<file path="src/rtl/multicycle_main_control.sv">
// ---------------------------------------------------------------------------
// multicycle_main_control
//
// Main control FSM for the multicycle MIPS datapath. It decodes IR[31:26] and
// steps each instruction through fetch, decode, execute, memory and writeback.
// It drives ALUop to the ALU control unit and receives that unit's Jr flag in
// return.
//
// Build option:
//   JAL_EN - when defined, opcode 000011 (jal) runs through a one-cycle JAL
//            state. When undefined, jal decodes as an illegal opcode.
//
// Parameter:
//   IDLE_ON_ILLEGAL - 1: an illegal opcode holds the FSM in ILLEGAL until reset
//                     0: Illegal pulses for one cycle, then the FSM refetches
//
// Ports:
//   clk, rst_n     rising-edge clock, synchronous active-low reset
//   Opcode         IR[31:26]
//   Jr             from ALU control; R-format instruction is jr
//   MemReady       memory handshake; the current access completes this cycle
//   ALUop          00 add, 01 sub, 10 R-format (funct), 11 and
//   ALUSrcA/B      ALU operand selects
//   ExtOp          1 = sign-extend, 0 = zero-extend
//   IorD           memory address select (PC / ALUOut)
//   MemRead, MemWrite, IRWrite, PCWrite, PCWriteCond, RegWrite  strobes
//   RegDst         00 rt, 01 rd, 10 $31
//   MemtoReg       00 ALUOut, 01 MDR, 10 PC
//   PCSource       00 ALU, 01 ALUOut, 10 jump target, 11 register A
//   Illegal        unsupported opcode seen
//
// All outputs are decoded from the state register. The one exception is
// IRWrite/PCWrite in FETCH, which are also gated by MemReady. Every output is
// forced to 0 while rst_n is low.
// ---------------------------------------------------------------------------
module multicycle_main_control #(
    parameter bit IDLE_ON_ILLEGAL = 1'b1
) (
    input  logic       clk,
    input  logic       rst_n,
    input  logic [5:0] Opcode,
    input  logic       Jr,
    input  logic       MemReady,
    output logic [1:0] ALUop,
    output logic       ALUSrcA,
    output logic [1:0] ALUSrcB,
    output logic       ExtOp,
    output logic       IorD,
    output logic       MemRead,
    output logic       MemWrite,
    output logic       IRWrite,
    output logic       PCWrite,
    output logic       PCWriteCond,
    output logic       RegWrite,
    output logic [1:0] RegDst,
    output logic [1:0] MemtoReg,
    output logic [1:0] PCSource,
    output logic       Illegal
);

    localparam logic [5:0] OP_RTYPE = 6'b000000;
    localparam logic [5:0] OP_LW    = 6'b100011;
    localparam logic [5:0] OP_SW    = 6'b101011;
    localparam logic [5:0] OP_BEQ   = 6'b000100;
    localparam logic [5:0] OP_ADDI  = 6'b001000;
    localparam logic [5:0] OP_ANDI  = 6'b001100;
    localparam logic [5:0] OP_J     = 6'b000010;
`ifdef JAL_EN
    localparam logic [5:0] OP_JAL   = 6'b000011;
`endif

    typedef enum logic [3:0] {
        S_FETCH,
        S_DECODE,
        S_MEM_ADDR,
        S_MEM_READ,
        S_MEM_WB,
        S_MEM_WRITE,
        S_R_EXEC,
        S_R_WB,
        S_JR_DONE,
        S_BRANCH,
        S_I_EXEC,
        S_I_WB,
        S_JUMP,
        S_ILLEGAL
`ifdef JAL_EN
        , S_JAL
`endif
    } state_t;

    state_t state;
    state_t state_next;

    // The IR holds its value for the whole instruction, so I_WB decodes the
    // opcode again to keep the andi/addi ALU setting from I_EXEC.
    logic is_andi;
    assign is_andi = (Opcode == OP_ANDI);

    // NOTE: sequential state uses non-blocking assignment so that every
    // register samples its pre-edge value. This avoids race conditions
    // between always blocks.
    always_ff @(posedge clk) begin
        if (!rst_n) begin
            state <= S_FETCH;
        end else begin
            state <= state_next;
        end
    end

    always_comb begin
        // NOTE: each combinational output gets a default before the case.
        // Any path that leaves a signal unassigned would otherwise infer a
        // latch.
        state_next  = state;
        ALUop       = 2'b00;
        ALUSrcA     = 1'b0;
        ALUSrcB     = 2'b00;
        ExtOp       = 1'b0;
        IorD        = 1'b0;
        MemRead     = 1'b0;
        MemWrite    = 1'b0;
        IRWrite     = 1'b0;
        PCWrite     = 1'b0;
        PCWriteCond = 1'b0;
        RegWrite    = 1'b0;
        RegDst      = 2'b00;
        MemtoReg    = 2'b00;
        PCSource    = 2'b00;
        Illegal     = 1'b0;

        // With rst_n low the defaults stand. No strobe can fire on the
        // edge that aborts an instruction.
        if (rst_n) begin
            case (state)
                S_FETCH: begin
                    MemRead = 1'b1;
                    ALUSrcB = 2'b01;
                    IRWrite = MemReady;
                    PCWrite = MemReady;
                    if (MemReady) state_next = S_DECODE;
                end

                S_DECODE: begin
                    // Branch target PC + (imm << 2) is computed in advance.
                    ALUSrcB = 2'b11;
                    ExtOp   = 1'b1;
                    case (Opcode)
                        OP_RTYPE:      state_next = S_R_EXEC;
                        OP_LW, OP_SW:  state_next = S_MEM_ADDR;
                        OP_BEQ:        state_next = S_BRANCH;
                        OP_ADDI,
                        OP_ANDI:       state_next = S_I_EXEC;
                        OP_J:          state_next = S_JUMP;
`ifdef JAL_EN
                        OP_JAL:        state_next = S_JAL;
`endif
                        default:       state_next = S_ILLEGAL;
                    endcase
                end

                S_MEM_ADDR: begin
                    ALUSrcA    = 1'b1;
                    ALUSrcB    = 2'b10;
                    ExtOp      = 1'b1;
                    state_next = (Opcode == OP_LW) ? S_MEM_READ : S_MEM_WRITE;
                end

                S_MEM_READ: begin
                    MemRead = 1'b1;
                    IorD    = 1'b1;
                    if (MemReady) state_next = S_MEM_WB;
                end

                S_MEM_WB: begin
                    RegWrite   = 1'b1;
                    MemtoReg   = 2'b01;
                    state_next = S_FETCH;
                end

                S_MEM_WRITE: begin
                    MemWrite = 1'b1;
                    IorD     = 1'b1;
                    if (MemReady) state_next = S_FETCH;
                end

                S_R_EXEC: begin
                    ALUSrcA    = 1'b1;
                    ALUop      = 2'b10;
                    // The jr decision is taken here. It is held in the state
                    // register for the rest of the instruction.
                    state_next = Jr ? S_JR_DONE : S_R_WB;
                end

                S_R_WB: begin
                    RegWrite   = 1'b1;
                    RegDst     = 2'b01;
                    state_next = S_FETCH;
                end

                S_JR_DONE: begin
                    PCWrite    = 1'b1;
                    PCSource   = 2'b11;
                    state_next = S_FETCH;
                end

                S_BRANCH: begin
                    ALUSrcA     = 1'b1;
                    ALUop       = 2'b01;
                    PCWriteCond = 1'b1;
                    PCSource    = 2'b01;
                    state_next  = S_FETCH;
                end

                S_I_EXEC: begin
                    ALUSrcA    = 1'b1;
                    ALUSrcB    = 2'b10;
                    ALUop      = is_andi ? 2'b11 : 2'b00;
                    ExtOp      = ~is_andi;
                    state_next = S_I_WB;
                end

                S_I_WB: begin
                    RegWrite   = 1'b1;
                    ALUop      = is_andi ? 2'b11 : 2'b00;
                    ExtOp      = ~is_andi;
                    state_next = S_FETCH;
                end

                S_JUMP: begin
                    PCWrite    = 1'b1;
                    PCSource   = 2'b10;
                    state_next = S_FETCH;
                end

`ifdef JAL_EN
                S_JAL: begin
                    // PC already holds PC+4 from FETCH. That value goes to
                    // $31 while the PC loads the jump target.
                    RegWrite   = 1'b1;
                    RegDst     = 2'b10;
                    MemtoReg   = 2'b10;
                    PCWrite    = 1'b1;
                    PCSource   = 2'b10;
                    state_next = S_FETCH;
                end
`endif

                S_ILLEGAL: begin
                    Illegal    = 1'b1;
                    state_next = IDLE_ON_ILLEGAL ? S_ILLEGAL : S_FETCH;
                end

                default: begin
                    state_next = S_FETCH;
                end
            endcase
        end
    end

endmodule

</file>
<file path="config.mk">
export PLATFORM = sky130hd
export DESIGN_NAME = multicycle_main_control
export DESIGN_NICKNAME = d
export VERILOG_FILES = /design/src/rtl/multicycle_main_control.sv
export SDC_FILE = /design/constraint.sdc
export NUM_CORES = 1
export LEC_CHECK = 0
export BUFFER_PORTS_ARGS = -buffer_cell sky130_fd_sc_hd__buf_2
export CAP_MARGIN = 20
export CORE_UTILIZATION = 46
export CTS_CLUSTER_SIZE = 28
export DETAILED_ROUTE_END_ITERATION = 6
export GPL_TIMING_DRIVEN = 0
export PLACE_DENSITY = 0.78
export SETUP_SLACK_MARGIN = 0.02
export SLEW_MARGIN = 30
export SYNTH_ARGS = -nofsm -noshare
export SYNTH_HDL_FRONTEND = slang
export SYNTH_SLANG_ARGS = --single-unit
</file>
<file path="constraint.sdc">
create_clock -name clk -period 1.6 [get_ports clk]
set_input_delay 0.16 -clock clk [delete_from_list [all_inputs] [get_ports clk]]
set_output_delay 0.16 -clock clk [all_outputs]
set_load 0.03 [all_outputs]
</file>
### Word level (Yosys, flattened, before mapping)

Cells that the tools add are included.

| storage, ports and cells | value |
|---|---|
| bits in registers | 4 |
| input bits | 10 |
| logic and storage cells | 75 |

| operators by class | value |
|---|---|
| eq/ne operators | 22 |
| mux-type cells | 38 |
| bitwise logic cells | 1 |
| reduce and logical (&&, ||, !) cells | 13 |

Operators with widths:

| kind | number |
|---|---|
| 4-bit one-hot mux with 8 select lines | 1 |
| 4-bit == test, second input constant | 6 |
| 1-bit two-way mux | 22 |
| 4-bit one-hot mux with 5 select lines | 1 |
| 2-bit one-hot mux with 3 select lines | 3 |
| 4-bit by 3-bit == test with 1-bit output, second input constant | 4 |
| 4-bit two-way mux | 4 |
| 2-bit OR reduction | 8 |
| 6-bit by 4-bit == test with 1-bit output, second input constant | 2 |
| 6-bit == test, second input constant | 2 |
| 4-bit by 2-bit == test with 1-bit output, second input constant | 2 |
| 2-bit two-way mux | 4 |
| 6-bit by 2-bit == test with 1-bit output, second input constant | 1 |
| 6-bit by 3-bit == test with 1-bit output, second input constant | 1 |
| 6-bit logical NOT | 1 |
| 2-bit inequality test, second input constant | 3 |
| 4-bit by 1-bit == test with 1-bit output, second input constant | 1 |
| 4-bit logical NOT | 1 |
| 1-bit one-hot mux with 2 select lines | 2 |
| 4-bit OR reduction | 1 |
| 3-bit two-way mux | 1 |
| 3-bit AND reduction | 1 |
| 3-bit OR reduction | 1 |
| 1-bit NOT | 1 |

### Logic depth before layout (Yosys ltp)

Gate-level depths: netlist of the first run.

| depth | value |
|---|---|
| depth in word-level cells | 4 |
| gate-level depth with buffers | 5 |
| depth with buffers taken out | 4 |

### Least setup slack after synthesis of the first run

No wires, ideal clock.

| path | value |
|---|---|
| path kind | register to output |
| from | reg state[1] |
| to | out PCWrite |
| data arrival time | 1,696 ps |
| data required time | 1,440 ps |
| path slack | -256 ps |
| stages on the path, launching flop included | 6 |
| cells stage by stage | dfxtp_1 buf_2 inv_1 nand2_1 nor3_1 or2_2 |

| between the ends | value |
|---|---|
| longest elaborated chain between the ends | 4 |
| elaborated cells between the ends (all ways) | 6 |
| classes of those cells | eq/ne: 2; mux: 2; reduce/logical: 2 |

RTL lines:

| item | line | text |
|---|---|---|
| start, declared | 92 | `state_t state;` |
| start signal, assigned | 107 | `state <= state_next;` |
| 4-bit == test | 135 | `case (state)` |
| 2-bit OR reduction (no source line) | n/a |  |
| 1-bit one-hot mux with 2 select lines * | 135 |  |
| 1-bit two-way mux * | 134 | `if (rst_n) begin` |
| end, declared | 52 | `output logic PCWrite,` |

Mark *: on every way between the ends. The rest lies on a longest branch, timed or not.

### Worst setup path after layout of the first run

| path | value |
|---|---|
| from | reg state[3] |
| to | out ExtOp |

| between the ends | value |
|---|---|
| longest elaborated chain between the ends | 4 |
| elaborated cells between the ends (all ways) | 8 |
| classes of those cells | eq/ne: 4; mux: 2; reduce/logical: 2 |

RTL lines:

| item | line | text |
|---|---|---|
| 4-bit == test (tied with other cells) | 135 |  |
| 2-bit OR reduction (no source line) | n/a |  |
| 1-bit one-hot mux with 2 select lines * | 135 |  |
| 1-bit two-way mux * | 134 |  |
| end, declared | 47 | `output logic ExtOp,` |

Marked as above.

==> metrics.yaml, run 1 <==
drt:
  vias_per_cell: 6.316
  wl_mm: 2.576
  ant_nets: 0
  firstDrtPassIters: 4
  wl_per_cell_um: 16.30
  drc: 0
  vias: 998
  drt_iter0_markers: 46
worst_setup_path:
  cp_slowest_cell: "dfxtp_2"
  critPathCaptureType: "output port"
  critPathArrivalTime_ns: 1.41
  crit_path_start_kind: "flip-flop"
  r2r_start: "state[0]"
  required_ns: 1.44
  crit_chain: "buf_6 -> clkbuf_4 -> a21oi_2 -> a31oi_1 -> nor3b_2 -> buf_4"
  critPathKind: "flip-flop to output port"
  critPathLaunch: "state[3]"
  cpPeakStageDelay_ns: 0.31
  cp_num_buf_inv: 3
  cp_max_fo: 10
  r2r_slack_ns: 0.05
  crit_family: "buffers and inverters"
yosys:
  syn_area_per_cell_um2: 6.511
  synth_compound_area_share_pct: 29.54
  yosys_warnings: 0
  synthMuxAreaShare_pct: 0
  synth_top_family_by_area: "simple AND/OR/NAND/NOR gates"
  ys_async_sr_fraction_pct: 0
  synth_cells: 108
  synth-simple-area-share_pct: 46.80
  synth-adder-area-share_pct: 0
  ys_types: 43
  synth_area_um2: 703.2
  synth_edf_count: 0
  seq_area_frac_synth_pct: 11.39
  synth_xor_area_share_pct: 1.246
  ys_ff_latch: 4
  synth-main-ff-cell: "dfxtp_1"
floorplanning:
  core_area_um2: 1366
  initial_core_util_pct: 51.47
  die_h_um: 41.10
  chipWidth_um: 41.10
  die-area_um2: 1689
  rows: 13
  ios: 30
run:
  maxCapViolations: 0
cells_and_area:
  fin_nets: 155
  mostFrequentLayoutCells: "buf_2 (17), buf_4 (14), buf_6 (9)"
  layout-drive-gt1-share_pct: 47.55
  fin_util_pct: 80.31
  top_regs: "state (4)"
  n_antenna_cell: 0
  final_common_cell: "buf_2"
  n_fill_cell: 100
  largest_reg_flops: 4
  synthToLayoutAreaGrowth_pct: 56.05
  regMostFlops: "state"
timing:
  finalHoldViolCount: 0
  fin_crit_ns: 1.568
  setup_ws_ns: 0.03156
  slew_viol_final: 0
  max_freq_mhz: 637.6
  min_period_over_period_pct: 98.03
  rsz0062_at_grt: "yes"
  worst_pin_slew_ns: 0.5362
  fin_tns_setup_ns: 0
  skew_ns: 0.001808
  max-slew-margin-rel_pct: 63.80
  finalSetupViolations: 0
run_status:
  status: "complete, no violations"
placement:
  place_ws_ns: 0.004189
  place.gp.congestion: 0.9477
  numPortBuffers: 27
  dp.final_hpwl_mm: 1.579
clock_network:
  cts_tree: "built"
  cts_htree_levels: 1
  cts_buffers: 3
  cts.sinks: 4
  clk_pin_slew_worst_paths_ns: 0.03
  cts_root_buffer: "clkbuf_4"
  cts_buffer_depth: 2
  insertion_delay_ns: 0.23
pwr:
  power_leakage_nw: 0.4746
  power_mw: 1.349
  power_density_nw_per_um2: 1229
  ir_drop_uv: 816.5
grt:
  grt_max_degree: 11
  antenna_found_initial: 0
  grt_usage_pct: 28.67
  grt_first_pass_wirelength_mm: 3.160
  grt-ovfl-total: 0
  grt_pass1_vias: 713
worst_hold_path:
  holdCritPathClass: "input pin to flip-flop"
  min_from: "Jr"
==> cell usage after synthesis, drive strengths merged, types with 2 or more instances <==
| library cell | number | share of area, % |
|---|---|---|
| nor3b | 3 | 3.2 |
| buf | 8 | 7.3 |
| nand2b | 5 | 4.4 |
| o22ai | 2 | 1.8 |
| dfxtp | 4 | 11 |
| nand3 | 3 | 2.1 |
| o311a | 2 | 2.8 |
| o21ai | 6 | 4.3 |
| nor2b | 2 | 1.8 |
| nor4 | 2 | 2.7 |
| and2 | 2 | 1.8 |
| a31oi | 3 | 2.7 |
| a21oi | 6 | 4.3 |
| nor3 | 9 | 6.4 |
| inv | 3 | 1.6 |
| nand4 | 3 | 2.7 |
| nor2 | 9 | 4.8 |
| or3b | 3 | 3.7 |
| clkbuf | 3 | 1.6 |
| nand2 | 10 | 5.3 |
| and3 | 3 | 2.7 |
==> layout make-up <==
| type | instances | area (µm²) | share of cell area (%) |
|---|---|---|---|
| flip-flops and latches | 4 | 92.59 | 8.438 |
| well taps | 15 | 18.77 | 1.710 |
| inverters | 3 | 11.26 | 1.026 |
| repair buffers | 33 | 224.0 | 20.41 |
| plain buffers | 9 | 78.83 | 7.184 |
| clock buffers | 3 | 22.52 | 2.052 |
| multi-input cells | 91 | 649.4 | 59.18 |
==> layer usage <==
layer	track usage [%]	vias to the layer above	wire [µm]
li1	-	470	-
met3	3.261	2	184
met4	7.258	0	12
met1	38.78	466	1023
met5	0	-	0
met2	47.66	60	1356
==> path summary, 6_finish.rpt <==
kind,end,cells past startpoint
max,ExtOp,6
min,state[3],4
max reg2reg,state[1],5
min reg2reg,state[0],3
==> stage by stage <==
step                instance area, µm²  hold WS, ns  std cells
floorplan                        740.7       0.3877        109
global placement                 894.6       0.5798        151
detailed placement               894.6       0.6041        151
CTS                               1012       0.3104        155
global route                      1097       0.4140        158
finish                            1097       0.3851        158
==> cells by family after synthesis <==
group,after synthesis
flops,4
compound gates,30
buf+inv,14
xor+xnor,1
simple gates,58
other cells,1
==> tightest hold or removal path: stages <==
cell,delay [ns]
buf_2,0.13
nand2_1,0.06
nor2_1,0.08
o311a_1,0.15
==> where the power goes <==
group / internal, mW / switching, mW / leakage [nW]
Clock: 0.0836 / 0.0363 / 0.0138
Sequential: 0.138 / 0.0442 / 0.0353
Combinational: 0.429 / 0.618 / 0.425
==> repair_timing <==
action	4_1_cts	5_1_grt
hold buffers	0	0
setup endpoints to repair	16	12
gates resized for setup	28	25
pin swaps	0	7
setup buffers	2	4
Note: power is estimated with default switching activity, not from simulation.
==> run 2: changes to the inputs <==
Settings changed: SETUP_SLACK_MARGIN 0.02 to 0.4.
==> run 2 against run 1 <==
Effect of this change:
- the run now fails in 4_1_cts
- synthesized cell count unchanged
- synthesized area is the same
==> metrics.yaml, run 2 <==
yosys:
  ys_async_sr_fraction_pct: 0  # unchanged
  synth_top_cell_by_area: "dfxtp_1"
  synth_largest_type_area_fraction_pct: 11.39  # unchanged
  synth-main-ff-cell: "dfxtp_1"
  ys_top_cells_by_count: "nand2_1 (10), nor2_1 (9), nor3_1 (9), a21oi_1 (6)"
  synth_most_common_cell: "nand2_1"
  ys_types: 43  # unchanged
  synth_edf_count: 0  # unchanged
  syn_area_per_cell_um2: 6.511  # unchanged
  seq_area_frac_synth_pct: 11.39  # unchanged
  ys_ff_latch: 4  # unchanged
  ys_top_cells_by_area: "dfxtp_1 (11%), nor3_1 (6.4%), nand2_1 (5.3%), nor2_1 (4.8%), nand2b_1 (4.4%)"
  synth_area_um2: 703.2  # unchanged
  synth_cells: 108  # unchanged
  yosys_warnings: 0  # unchanged
clock_network:
  cts_buffer_depth: 2  # unchanged
  cts_root_buffer: "clkbuf_4"
  cts_htree_levels: 1  # unchanged
  cts.sinks: 4  # unchanged
  postCtsSetupRepairBufs: 28  # +26
  cts_hold_buf: 0  # unchanged
  post_cts_resized: 79  # +180%
  cts_buffers: 3  # unchanged
floorplanning:
  initial_core_util_pct: 51.47  # unchanged
  die_h_um: 41.10  # unchanged
  rows: 13  # unchanged
  ios: 30  # unchanged
  chipWidth_um: 41.10  # unchanged
run_status:
  error: "[ERROR DPL-0038] Utilization greater than 100%, impossible to legalize"
  status: "did not finish"
  stop_stage: "4_1_cts"
placement:
  numPortBuffers: 27  # unchanged
  dp.final_hpwl_mm: 1.830  # +16%
  place.gp.congestion: 0.9851  # +3.9%
[run 2: cell counts after synthesis]
No cell type changed its count.
[run 2: logic make-up after synthesis]
family                    count (synthesis)  share of synthesized area (%)
and+or+nand+nor                          58                          46.80
AOI/OAI and AO/OA                        30                          29.54
other                                     1                         0.5333
DFF                                       4                          11.39
xor gates and xnor gates                  1                          1.246
buffers and inverters                    14                          10.50
[run 2: per-stage QoR]
step           setup slack (ns)  instance area (µm²)  cells  hold slack (ns)
3_5_place_dp           -0.06262                 1044    151           0.5701
3_3_place_gp           -0.02497                 1044    151           0.5806
2_1_floorplan            0.1237                889.6    109           0.3578
==> run 3: changes to the inputs <==
Settings changed: CORE_AREA from default to 2 2 63 65, CORE_UTILIZATION 46 to default, CTS_CLUSTER_SIZE 28 to default, DIE_AREA from default to 0 0 65 67, PLACE_DENSITY 0.78 to default, PLACE_DENSITY_LB_ADDON from default to 0.15, SETUP_SLACK_MARGIN 0.4 to default.
==> run 3 against run 2 <==
Effect of this change:
- the flow now finishes without violations
==> metrics.yaml, run 3 (synthesis results as in run 1) <==
timing:
  min_period_over_period_pct: 98.44
  finalHoldViolCount: 0
  slew_viol_final: 0
  max_freq_mhz: 634.9
  rsz0062_at_grt: "yes"
  skew_ns: 0.0006317
  fin_crit_ns: 1.575
  finalSetupViolations: 0
drt:
  wl_per_cell_um: 13.41
  ant_nets: 0
  drt_iter0_markers: 38
  wl_mm: 2.561
  vias_per_cell: 4.874
  firstDrtPassIters: 4
  drc: 0
  vias: 931
clock_network:
  cts_hold_buf: 0  # unchanged
  cts_tree: "built"
  cts_buffers: 3  # unchanged
  clk_pin_slew_worst_paths_ns: 0.03
  insertion_delay_ns: 0.21
  cts_root_buffer: "clkbuf_8"
  cts_buffer_depth: 2  # unchanged
  cts_htree_levels: 1  # unchanged
  cts.sinks: 4  # unchanged
worst_setup_path:
  required_ns: 1.44
  critPathKind: "flip-flop to output port"
  r2r_slack_ns: 0.07
  critPathCaptureType: "output port"
  critPathArrivalTime_ns: 1.41
  crit_path_start_kind: "flip-flop"
  cp_max_fo: 10
cells_and_area:
  n_antenna_cell: 0
  layout-drive-gt1-share_pct: 46.85
  fin_nets: 155
  largest_reg_flops: 4
  instances_no_fill: 191
  n_fill_cell: 383
  synthToLayoutAreaGrowth_pct: 61.57
  final_common_cell: "buf_2"
  regMostFlops: "state"
  top_regs: "state (4)"
  mostFrequentLayoutCells: "buf_2 (19), buf_4 (13), nand2_1 (8)"
pwr:
  ir_drop_uv: 506.9
  intPower_mw: 0.7209
  power_leakage_nw: 0.4802
  combPwrFrac_pct: 72.5
  pwr-share-seq_pct: 12.5
  power_mw: 1.402
  power_switching_mw: 0.6807
  power_density_nw_per_um2: 1234
  p_clk_share_pct: 15.1
  sw_frac_of_total_pct: 48.57
floorplanning:
  die_h_um: 67  # +63%
  rows: 22  # +9
  die-area_um2: 4355
  chipWidth_um: 65  # +58%
  initial_core_util_pct: 19.50  # -32 points
  core_area_um2: 3606
  ios: 30  # unchanged
grt:
  grt_pass1_vias: 815
  grt_use_met2_pct: 18.17
  grt_usage_pct: 12.30
  gr-usage-met3_pct: 1.520
  top_usage_layer: "met1"
  antenna_found_initial: 0
  grt-ovfl-total: 0
  grt_first_pass_wirelength_mm: 4.181
  grt_max_degree: 11
  grt_use_met1_pct: 18.46
placement:
  numPortBuffers: 27  # unchanged
  place.gp.congestion: 0.8562  # -13%
  dp.final_hpwl_mm: 1.913  # +4.5%
  dp.cells: 184  # +22%
run_status:
  status: "complete, no violations"
worst_hold_path:
  holdCritPathClass: "input pin to flip-flop"
run:
  maxCapViolations: 0
==> run 3: routing by layer <==
metal | vias to the layer above | part of all wire [%]
li1 | 470 | -
met1 | 434 | 50
met2 | 27 | 44
met3 | 0 | 5.1
met4 | 0 | 0
met5 | - | 0
==> run 3: path summary, 6_finish.rpt <==
kind                                from          end  cells past startpoint
worst max-delay path            state[2]  MemtoReg[0]                      5
worst min-delay path               rst_n     state[1]                      3
worst max register to register  state[3]     state[2]                      6
worst min register to register  state[2]     state[1]                      3
==> run 3: power groups by stage <==
stage	registers (mW)	logic, mW	clock network (mW)
final	0.175	1.02	0.211
after detailed placement	0.156	0.848	0
after global routing	0.178	1.10	0.231
after floorplan	0.147	0.642	0
after global placement	0.159	0.853	0
after CTS	0.162	0.903	0.217
==> run 3: final cells by class <==
| cell class | count | area (µm²) | area share (%) |
|---|---|---|---|
| sequential | 4 | 88.84 | 7.819 |
| clock buffer | 3 | 41.29 | 3.634 |
| tap | 48 | 60.06 | 5.286 |
| buffer | 10 | 91.34 | 8.040 |
| inverter | 3 | 11.26 | 0.9912 |
| timing repair buffer | 32 | 202.7 | 17.84 |
| multi-input combinational | 91 | 640.6 | 56.39 |
==> run 3: repair_timing <==
item | in CTS | in global routing
gates resized for setup | 26 | 17
pin swaps | 1 | 5
endpoints found under the setup margin | 16 | 14
buffers inserted | 0 | 5
==> run 3: critical path: stages, from the launching register on <==
cell	delay, ns
dfxtp_2	0.37
buf_4	0.20
buf_6	0.17
nand3_1	0.14
nor3_2	0.12
buf_2	0.21
==> run 3: stage by stage <==
stage	setup TNS [ns]	hold WS (ns)	area (µm²)	util, %	setup slack, ns
after detailed placement	-0.05831	0.6038	935.9	25.95	-0.03512
final	0	0.3479	1136	31.51	0.02504
after floorplan	-0.04724	0.3877	740.7	-	-0.04724
after global routing	-0.2410	0.3659	1136	31.51	-0.06025
after global placement	-0.07209	0.6078	935.9	25.95	-0.06263
after CTS	-0.01041	0.3490	1050	29.11	-0.005330
